--- src/rtl/tlb_op_ctrl.sv ---
// tlb_op_ctrl: sequences TLBR/TLBWI/TLBWR/TLBP onto the MMU TLB ports and keeps CP0 Random.
// Optional duplicate-entry probe before writes when TLB_DUP_CHECK_EN is defined.
package tlb_op_ctrl_pkg;
  typedef struct packed {
    logic [18:0] vpn2;
    logic [7:0]  asid;
    logic        g;
    logic [19:0] pfn0;
    logic [2:0]  c0;
    logic        d0;
    logic        v0;
    logic [19:0] pfn1;
    logic [2:0]  c1;
    logic        d1;
    logic        v1;
  } tlb_entry_t;
endpackage

module tlb_op_ctrl
  import tlb_op_ctrl_pkg::*;
#(
  parameter int TLB_ENTRIES = 16,
  parameter int INDEX_WIDTH = $clog2(TLB_ENTRIES)
) (
  input  logic                   clk,
  input  logic                   rst,
  input  logic                   op_valid,
  input  logic [1:0]             op_code,
  output logic                   op_ready,
  output logic                   done,
  output logic                   mcheck,
  input  logic [31:0]            cp0_index,
  input  logic [31:0]            cp0_entry_hi,
  input  logic [31:0]            cp0_entry_lo0,
  input  logic [31:0]            cp0_entry_lo1,
  input  logic [INDEX_WIDTH-1:0] cp0_wired,
  input  logic                   wired_we,
  output logic [INDEX_WIDTH-1:0] random,
  output logic [INDEX_WIDTH-1:0] tlbrw_index,
  output logic                   tlbrw_we,
  output tlb_entry_t             tlbrw_wdata,
  input  tlb_entry_t             tlbrw_rdata,
  output logic [31:0]            tlbp_entry_hi,
  input  logic [31:0]            tlbp_index,
  output logic [31:0]            res_entry_hi,
  output logic [31:0]            res_entry_lo0,
  output logic [31:0]            res_entry_lo1,
  output logic [31:0]            res_index,
  output logic                   res_read_we,
  output logic                   res_probe_we
);
  localparam logic [INDEX_WIDTH-1:0] MAX_IDX = INDEX_WIDTH'(TLB_ENTRIES - 1);
  localparam logic [1:0] OP_TLBR = 2'd0, OP_TLBWI = 2'd1, OP_TLBWR = 2'd2, OP_TLBP = 2'd3;
`ifdef TLB_DUP_CHECK_EN
  typedef enum logic [1:0] {IDLE, EXEC, DONE, CHECK} state_e;
  logic mchk_q, mchk_d;
`else
  typedef enum logic [1:0] {IDLE, EXEC, DONE} state_e;
`endif
  state_e state_q, state_d;
  logic [1:0] op_q, op_d;
  logic [INDEX_WIDTH-1:0] idx_q, idx_d, random_q, random_d;
  logic [31:0] eh_q, eh_d, res_hi_q, res_hi_d, res_lo0_q, res_lo0_d, res_lo1_q, res_lo1_d, res_idx_q, res_idx_d;
  tlb_entry_t wd_q, wd_d;
  logic is_wr;
  logic unused;
  assign unused = ^{cp0_index[31:INDEX_WIDTH], cp0_entry_lo0[31:26], cp0_entry_lo1[31:26]};
  assign is_wr = op_q == OP_TLBWI || op_q == OP_TLBWR;
  always_comb begin
    state_d = state_q;
    op_d = op_q;
    idx_d = idx_q;
    eh_d = eh_q;
    wd_d = wd_q;
    res_hi_d = res_hi_q;
    res_lo0_d = res_lo0_q;
    res_lo1_d = res_lo1_q;
    res_idx_d = res_idx_q;
`ifdef TLB_DUP_CHECK_EN
    mchk_d = mchk_q;
`endif
    // Reload also covers random sitting below a freshly raised Wired
    random_d = (wired_we || random_q <= cp0_wired) ? MAX_IDX : random_q - 1'b1;
    case (state_q)
      IDLE: if (op_valid) begin
        op_d = op_code;
        idx_d = op_code == OP_TLBWR ? random_q : cp0_index[INDEX_WIDTH-1:0];
        eh_d = cp0_entry_hi;
        wd_d = {cp0_entry_hi[31:13], cp0_entry_hi[7:0], cp0_entry_lo0[0] & cp0_entry_lo1[0],
                cp0_entry_lo0[25:1], cp0_entry_lo1[25:1]};
`ifdef TLB_DUP_CHECK_EN
        mchk_d = 1'b0;
        state_d = (op_code == OP_TLBWI || op_code == OP_TLBWR) ? CHECK : EXEC;
`else
        state_d = EXEC;
`endif
      end
      EXEC: begin
        state_d = DONE;
        if (op_q == OP_TLBR) begin
          res_hi_d = {tlbrw_rdata.vpn2, 5'b0, tlbrw_rdata.asid};
          res_lo0_d = {6'b0, tlbrw_rdata.pfn0, tlbrw_rdata.c0, tlbrw_rdata.d0, tlbrw_rdata.v0, tlbrw_rdata.g};
          res_lo1_d = {6'b0, tlbrw_rdata.pfn1, tlbrw_rdata.c1, tlbrw_rdata.d1, tlbrw_rdata.v1, tlbrw_rdata.g};
        end
        if (op_q == OP_TLBP) res_idx_d = tlbp_index;
      end
`ifdef TLB_DUP_CHECK_EN
      CHECK: begin
        mchk_d = !tlbp_index[31] && tlbp_index[INDEX_WIDTH-1:0] != idx_q;
        state_d = mchk_d ? DONE : EXEC;
      end
`endif
      default: state_d = IDLE;
    endcase
  end
  always_ff @(posedge clk or negedge rst) begin
    if (!rst) begin
      state_q <= IDLE;
      op_q <= 2'd0;
      idx_q <= '0;
      eh_q <= '0;
      wd_q <= '0;
      res_hi_q <= '0;
      res_lo0_q <= '0;
      res_lo1_q <= '0;
      res_idx_q <= '0;
      random_q <= MAX_IDX;
`ifdef TLB_DUP_CHECK_EN
      mchk_q <= 1'b0;
`endif
    end else begin
      state_q <= state_d;
      op_q <= op_d;
      idx_q <= idx_d;
      eh_q <= eh_d;
      wd_q <= wd_d;
      res_hi_q <= res_hi_d;
      res_lo0_q <= res_lo0_d;
      res_lo1_q <= res_lo1_d;
      res_idx_q <= res_idx_d;
      random_q <= random_d;
`ifdef TLB_DUP_CHECK_EN
      mchk_q <= mchk_d;
`endif
    end
  end
  assign op_ready = state_q == IDLE;
  assign done = state_q == DONE;
  assign tlbrw_we = state_q == EXEC && is_wr;
  assign res_read_we = done && op_q == OP_TLBR;
  assign res_probe_we = done && op_q == OP_TLBP;
`ifdef TLB_DUP_CHECK_EN
  assign mcheck = done && mchk_q;
`else
  assign mcheck = 1'b0;
`endif
  assign random = random_q;
  assign tlbrw_index = idx_q;
  assign tlbrw_wdata = wd_q;
  assign tlbp_entry_hi = eh_q;
  assign res_entry_hi = res_hi_q;
  assign res_entry_lo0 = res_lo0_q;
  assign res_entry_lo1 = res_lo1_q;
  assign res_index = res_idx_q;
endmodule

--- config.mk ---
export PLATFORM = sky130hd
export DESIGN_NAME = tlb_op_ctrl
export DESIGN_NICKNAME = d
export VERILOG_FILES = /design/src/rtl/tlb_op_ctrl.sv
export SDC_FILE = /design/constraint.sdc
export NUM_CORES = 1
export LEC_CHECK = 0
export CORE_AREA = 5 5 189 191
export DETAILED_ROUTE_END_ITERATION = 6
export DIE_AREA = 0 0 194 196
export SYNTH_ARGS = -nofsm -noshare
export SYNTH_HDL_FRONTEND = slang
export SYNTH_SLANG_ARGS = --single-unit
--- constraint.sdc ---
create_clock -name clk -period 2.25 [get_ports clk]
set_clock_uncertainty 0.05 [all_clocks]
set_input_delay 0.225 -clock clk [delete_from_list [all_inputs] [get_ports clk]]
set_output_delay 0.225 -clock clk [all_outputs]
set_load 0.02 [all_outputs]
After elaboration in Yosys (flattened, before gate mapping) --
Cells that the tools add are included.
Storage, ports and cells: register bits 233, logic and storage cells 44, output and inout port bits 252
Cells by class: bitwise logic cells 1, reduce and logical (&&, ||, !) cells 10, $add $sub $neg 1, $lt $le $gt $ge 1, muxes and demuxes 4, eq/ne operators 7
Operator list (count):
- 2-bit == test (second input constant) | 4
- 4-bit two-way mux | 2
- 2-bit AND reduction | 3
- 2-bit by 1-bit == test with 1-bit output (second input constant) | 2
- 4-bit <= comparator | 1
- 2-bit zero test | 2
- 2-bit case mux with 2 select lines | 1
- 4-bit by 1-bit subtractor with 4-bit output (second input constant) | 1
- 1-bit logical AND | 3
- 1-bit logical OR | 2
- 2-bit two-way mux | 1
- 2-bit inequality test (second input constant) | 1
- 1-bit AND | 1

Logic depth before layout (Yosys ltp) --
Gate-level depths: netlist of run 1.
depth after elaboration 3, mapped depth 6

Least setup slack after synthesis of run 1 --
No wires, ideal clock.
path kind register -> register, start register state_q[0], end register eh_q[16] (netlist: tlbp_entry_hi[16]), setup slack 0.683 ns, period minus slack after synthesis 1.567 ns, cell stages (with the launch flop) 5, library setup time 0.125 ns, arrival 1.392 ns, cells stage by stage dfrtp_1 nor3b_2 buf_4 buf_4 mux2_2
Between the ends: cells in the longest elaborated chain, start to end 2
RTL lines:
- start: declaration | line 60 | state_e state_q, state_d;
- start signal: assignment | line 132 | state_q <= state_d;
- 2-bit zero test | line 84 | case (state_q)
- 2-bit AND reduction (no line)
- end signal: assignment | line 135 | eh_q <= eh_d;
- end: declaration | line 63 | logic [31:0] eh_q, eh_d, res_hi_q, res_hi_d, res_lo0_q, res_lo0_d, res_lo1_q, res_lo1_d, res_idx_q, res_idx_d;
Every way passes these cells. A chain may end at the register's enable or synchronous reset.

Final worst setup path of run 1 --
start register state_q[1], end output done
Between the ends: cells in the longest elaborated chain, start to end 1
RTL lines:
- 2-bit == test | line 148 | assign done = state_q == DONE;
- end: declaration | line 30 | output logic done,
Every way passes these cells.

==> impl_metrics.tcl, run 1 <==
set metrics [dict create \
    synth_edf_count 0 \
    outcome "finished, final reports clean" \
    synth_top_area_share_pct 61.5 \
    ys_async_sr_fraction_pct 100 \
    numCtsBuffers 25 \
    routedWlPerCell_um 17.7 \
    cp_top_family "buffers and inverters" \
    clk_pin_slew_worst_paths_ns 0.06 \
    r2r_cells 4 \
    crit_buf_inv 1 \
    grt_pass1_vias 5979 \
    fp.dieH_um 196 \
    routed_wl_mm 25.3 \
    setup_tns_ns 0 \
    layout-drive-gt1-share_pct 24.1 \
    maxCapViolCount 0 \
    critPathLaunch "state_q[1]" \
    synth_top_area_cell "dfrtp_1" \
    ir_worst_vdd_uv 755 \
    ioPinCount 500 \
    area_delta_synth_final_pct 67.9 \
    endpoint "done" \
    clock_latency_ns 0.51 \
    synthTopCellsByCount "dfrtp_1 (201), mux2_2 (172), buf_4 (49)" \
    rsz0062_at_grt "no" \
    reg2reg_to "res_entry_hi[31]" \
    grt_use_total_pct 12.3 \
    grt_overflow 0 \
    ant_nets 0 \
    port-buffer-count 441 \
    p_leak_nw 5.69 \
    grt_pass1_wl_mm 37.2 \
    cts_setup_buffers 0 \
    cp_max_fo 4 \
    die-width_um 194 \
    synth_flop_cell "dfrtp_1" \
    hold_viol_final 0 \
    required_ns 1.98 \
    cts_tree "built" \
    fin_crit_ns 2.09 \
    cts_root_buf "clkbuf_16" \
    syn-instance-count 524 \
    final_area_um2 13700 \
    drcViolationCount 0 \
    layout.nets 1211 \
    min_period_over_period_pct 93.0 \
    drtIter0Drc 134 \
    ys_seq_area_share_pct 62.8 \
    crit_path_max_incr_delay_ns 0.65 \
    antenna_found_initial 0 \
    cp.depth 2 \
    grt_max_degree 77 \
    cts_htree_levels 1 \
    clock-sinks 205 \
    dp_hpwl_mm 19.7 \
    synth_most_common_cell "dfrtp_1" \
    syn_avg_cell_area_um2 15.6 \
    r2r_start "state_q[1]" \
    yosys_warnings 0 \
    total_power_mw 17.4 \
    max_clock_freq_ghz 0.478 \
    synth_area_leaders "dfrtp_1 (61%), mux2_2 (24%), buf_4 (4.5%), mux2_1 (1.7%), mux2_4 (1.5%)" \
    critPathLaunchType "register" \
    setup_viol 0 \
    critPathSlowestCell "clkdlybuf4s50_1" \
    die_area_um2 38000 \
    gp_congestion 0.768 \
    diodes 0 \
    ys_ff_latch 205 \
    dpl_cell_area_um2 12900 \
    regToRegSetupSlack_ns 0.48 \
    synth_area_um2 8180 \
    crit_type "register to primary output" \
    endpoint_kind "primary output" \
    synth_cell_types 28 \
    nFillCells 3216 \
    cts_buffer_depth 3 \
    slew_violations 0 \
    path_cells "nor2b_2 > clkdlybuf4s50_1" \
    power_density_nw_per_um2 1270 \
    routed_via_density 4.01 \
    min_path_type "input pin to async pin" \
    start_util_pct 24.1 \
    rows 68 \
    first_pass_iters 4 \
    vias 5723 \
    core_um2 33900 \
    cp.arrival_ns 1.82 \
]
## through the flow
step / setup WS (ns) / utilization, % / std cells / hold slack, ns
after floorplan: 0.683 / - / 541 / -0.121
after global placement: 0.347 / 38.1 / 1383 / 0.0777
after detailed placement: 0.318 / 38.1 / 1383 / 0.0810
after CTS: 0.0900 / 40.4 / 1426 / 0.0861
after global routing: 0.0411 / 40.4 / 1426 / 0.0908
final: 0.157 / 40.4 / 1426 / 0.0957
## cell type report
class                   instances  area [µm²]  share of cell area (%)
inverters                       8        30.0                   0.219
clock inverters                 3        43.8                   0.319
multi-input cells             261        2620                    19.0
clock buffers                  39         728                    5.30
well taps                     455         569                    4.15
repair buffers                455        4610                    33.6
flip-flops and latches        205        5130                    37.4
## cell families after synthesis
logic type,after synthesis,synth area share [%]
AO/OA/AOI/OAI,14,1.18
XOR/XNOR,2,0.214
adder cells (fa/ha/maj),7,1.07
buffers and inverters,75,6.20
flip-flops,205,62.8
multiplexers,192,26.8
other,1,0.0458
AND/OR/NAND/NOR,28,1.71
## registers in the layout, indices dropped and copies added (netlist names)
| register | count |
|---|---|
| res_entry_lo1 | 26 |
| op_q | 2 |
| res_entry_lo0 | 25 |
| random | 4 |
| res_entry_hi | 27 |
| tlbrw_wdata | 51 |
| state_q | 2 |
| tlbrw_index | 4 |
| res_index | 32 |
| tlbp_entry_hi | 32 |
## where the power goes
| group | switching [mW] | internal, mW | total [mW] | leakage (nW) |
|---|---|---|---|---|
| clock | 1.52 | 2.31 | 3.83 | 0.377 |
| combinational | 3.57 | 4.12 | 7.68 | 2.92 |
| sequential | 0.774 | 5.13 | 5.91 | 2.39 |
## layer usage
metal | vias to the layer above | global-route usage (%) | share of wire (%)
met1 | 2853 | 14.0 | 37
met5 | - | 0 | 0
li1 | 2623 | - | -
met2 | 204 | 22.7 | 53
met3 | 43 | 3.52 | 6.9
met4 | 0 | 3.54 | 2.4
## worst min path at each step
stage,startpoint,endpoint,depth (start not counted)
final,rst,res_entry_lo1[13],2
after global routing,rst,res_entry_lo1[13],2
after CTS,rst,res_entry_lo1[13],2
after detailed placement,rst,res_entry_lo1[13],1
after global placement,rst,res_entry_lo1[13],1
after floorplan,rst,op_q[0],0
## what timing repair did
| action | in CTS | in global routing |
|---|---|---|
| endpoints found under the hold margin | 201 | 0 |
| resized for setup | 4 | 0 |
| hold buffers | 1 | 0 |
| setup endpoints to repair | 3 | 0 |
## cell usage in the layout, fill, tap and decap left out, types with 2 or more instances in the layout
master,n
buf_4,6
clkdlybuf4s50_1,437
nand2_1,11
xnor2_1,2
clkbuf_1,9
clkbuf_8,6
conb_1,18
o21ai_0,3
buf_12,7
mux2_1,12
ha_1,7
mux2_2,172
clkbuf_16,25
o211ai_1,4
and2_1,3
nor2b_1,2
a31oi_1,4
dlygate4sd2_1,3
mux2_4,8
dfstp_2,4
inv_1,8
dfrtp_1,201
nor2_1,5
No activity file was read; power rests on OpenSTA's default activity.
==> inputs of run 2 (changes only) <==
--- a/config.mk
+++ b/config.mk
@@ -8,6 +8,7 @@
 export CORE_AREA = 5 5 189 191
 export DETAILED_ROUTE_END_ITERATION = 6
 export DIE_AREA = 0 0 194 196
+export GPL_ROUTABILITY_DRIVEN = 0
 export SYNTH_ARGS = -nofsm -noshare
 export SYNTH_HDL_FRONTEND = slang
 export SYNTH_SLANG_ARGS = --single-unit
==> results of run 2 <==
Same layout as run 1: the final DEF is identical, and so are final timing and power.
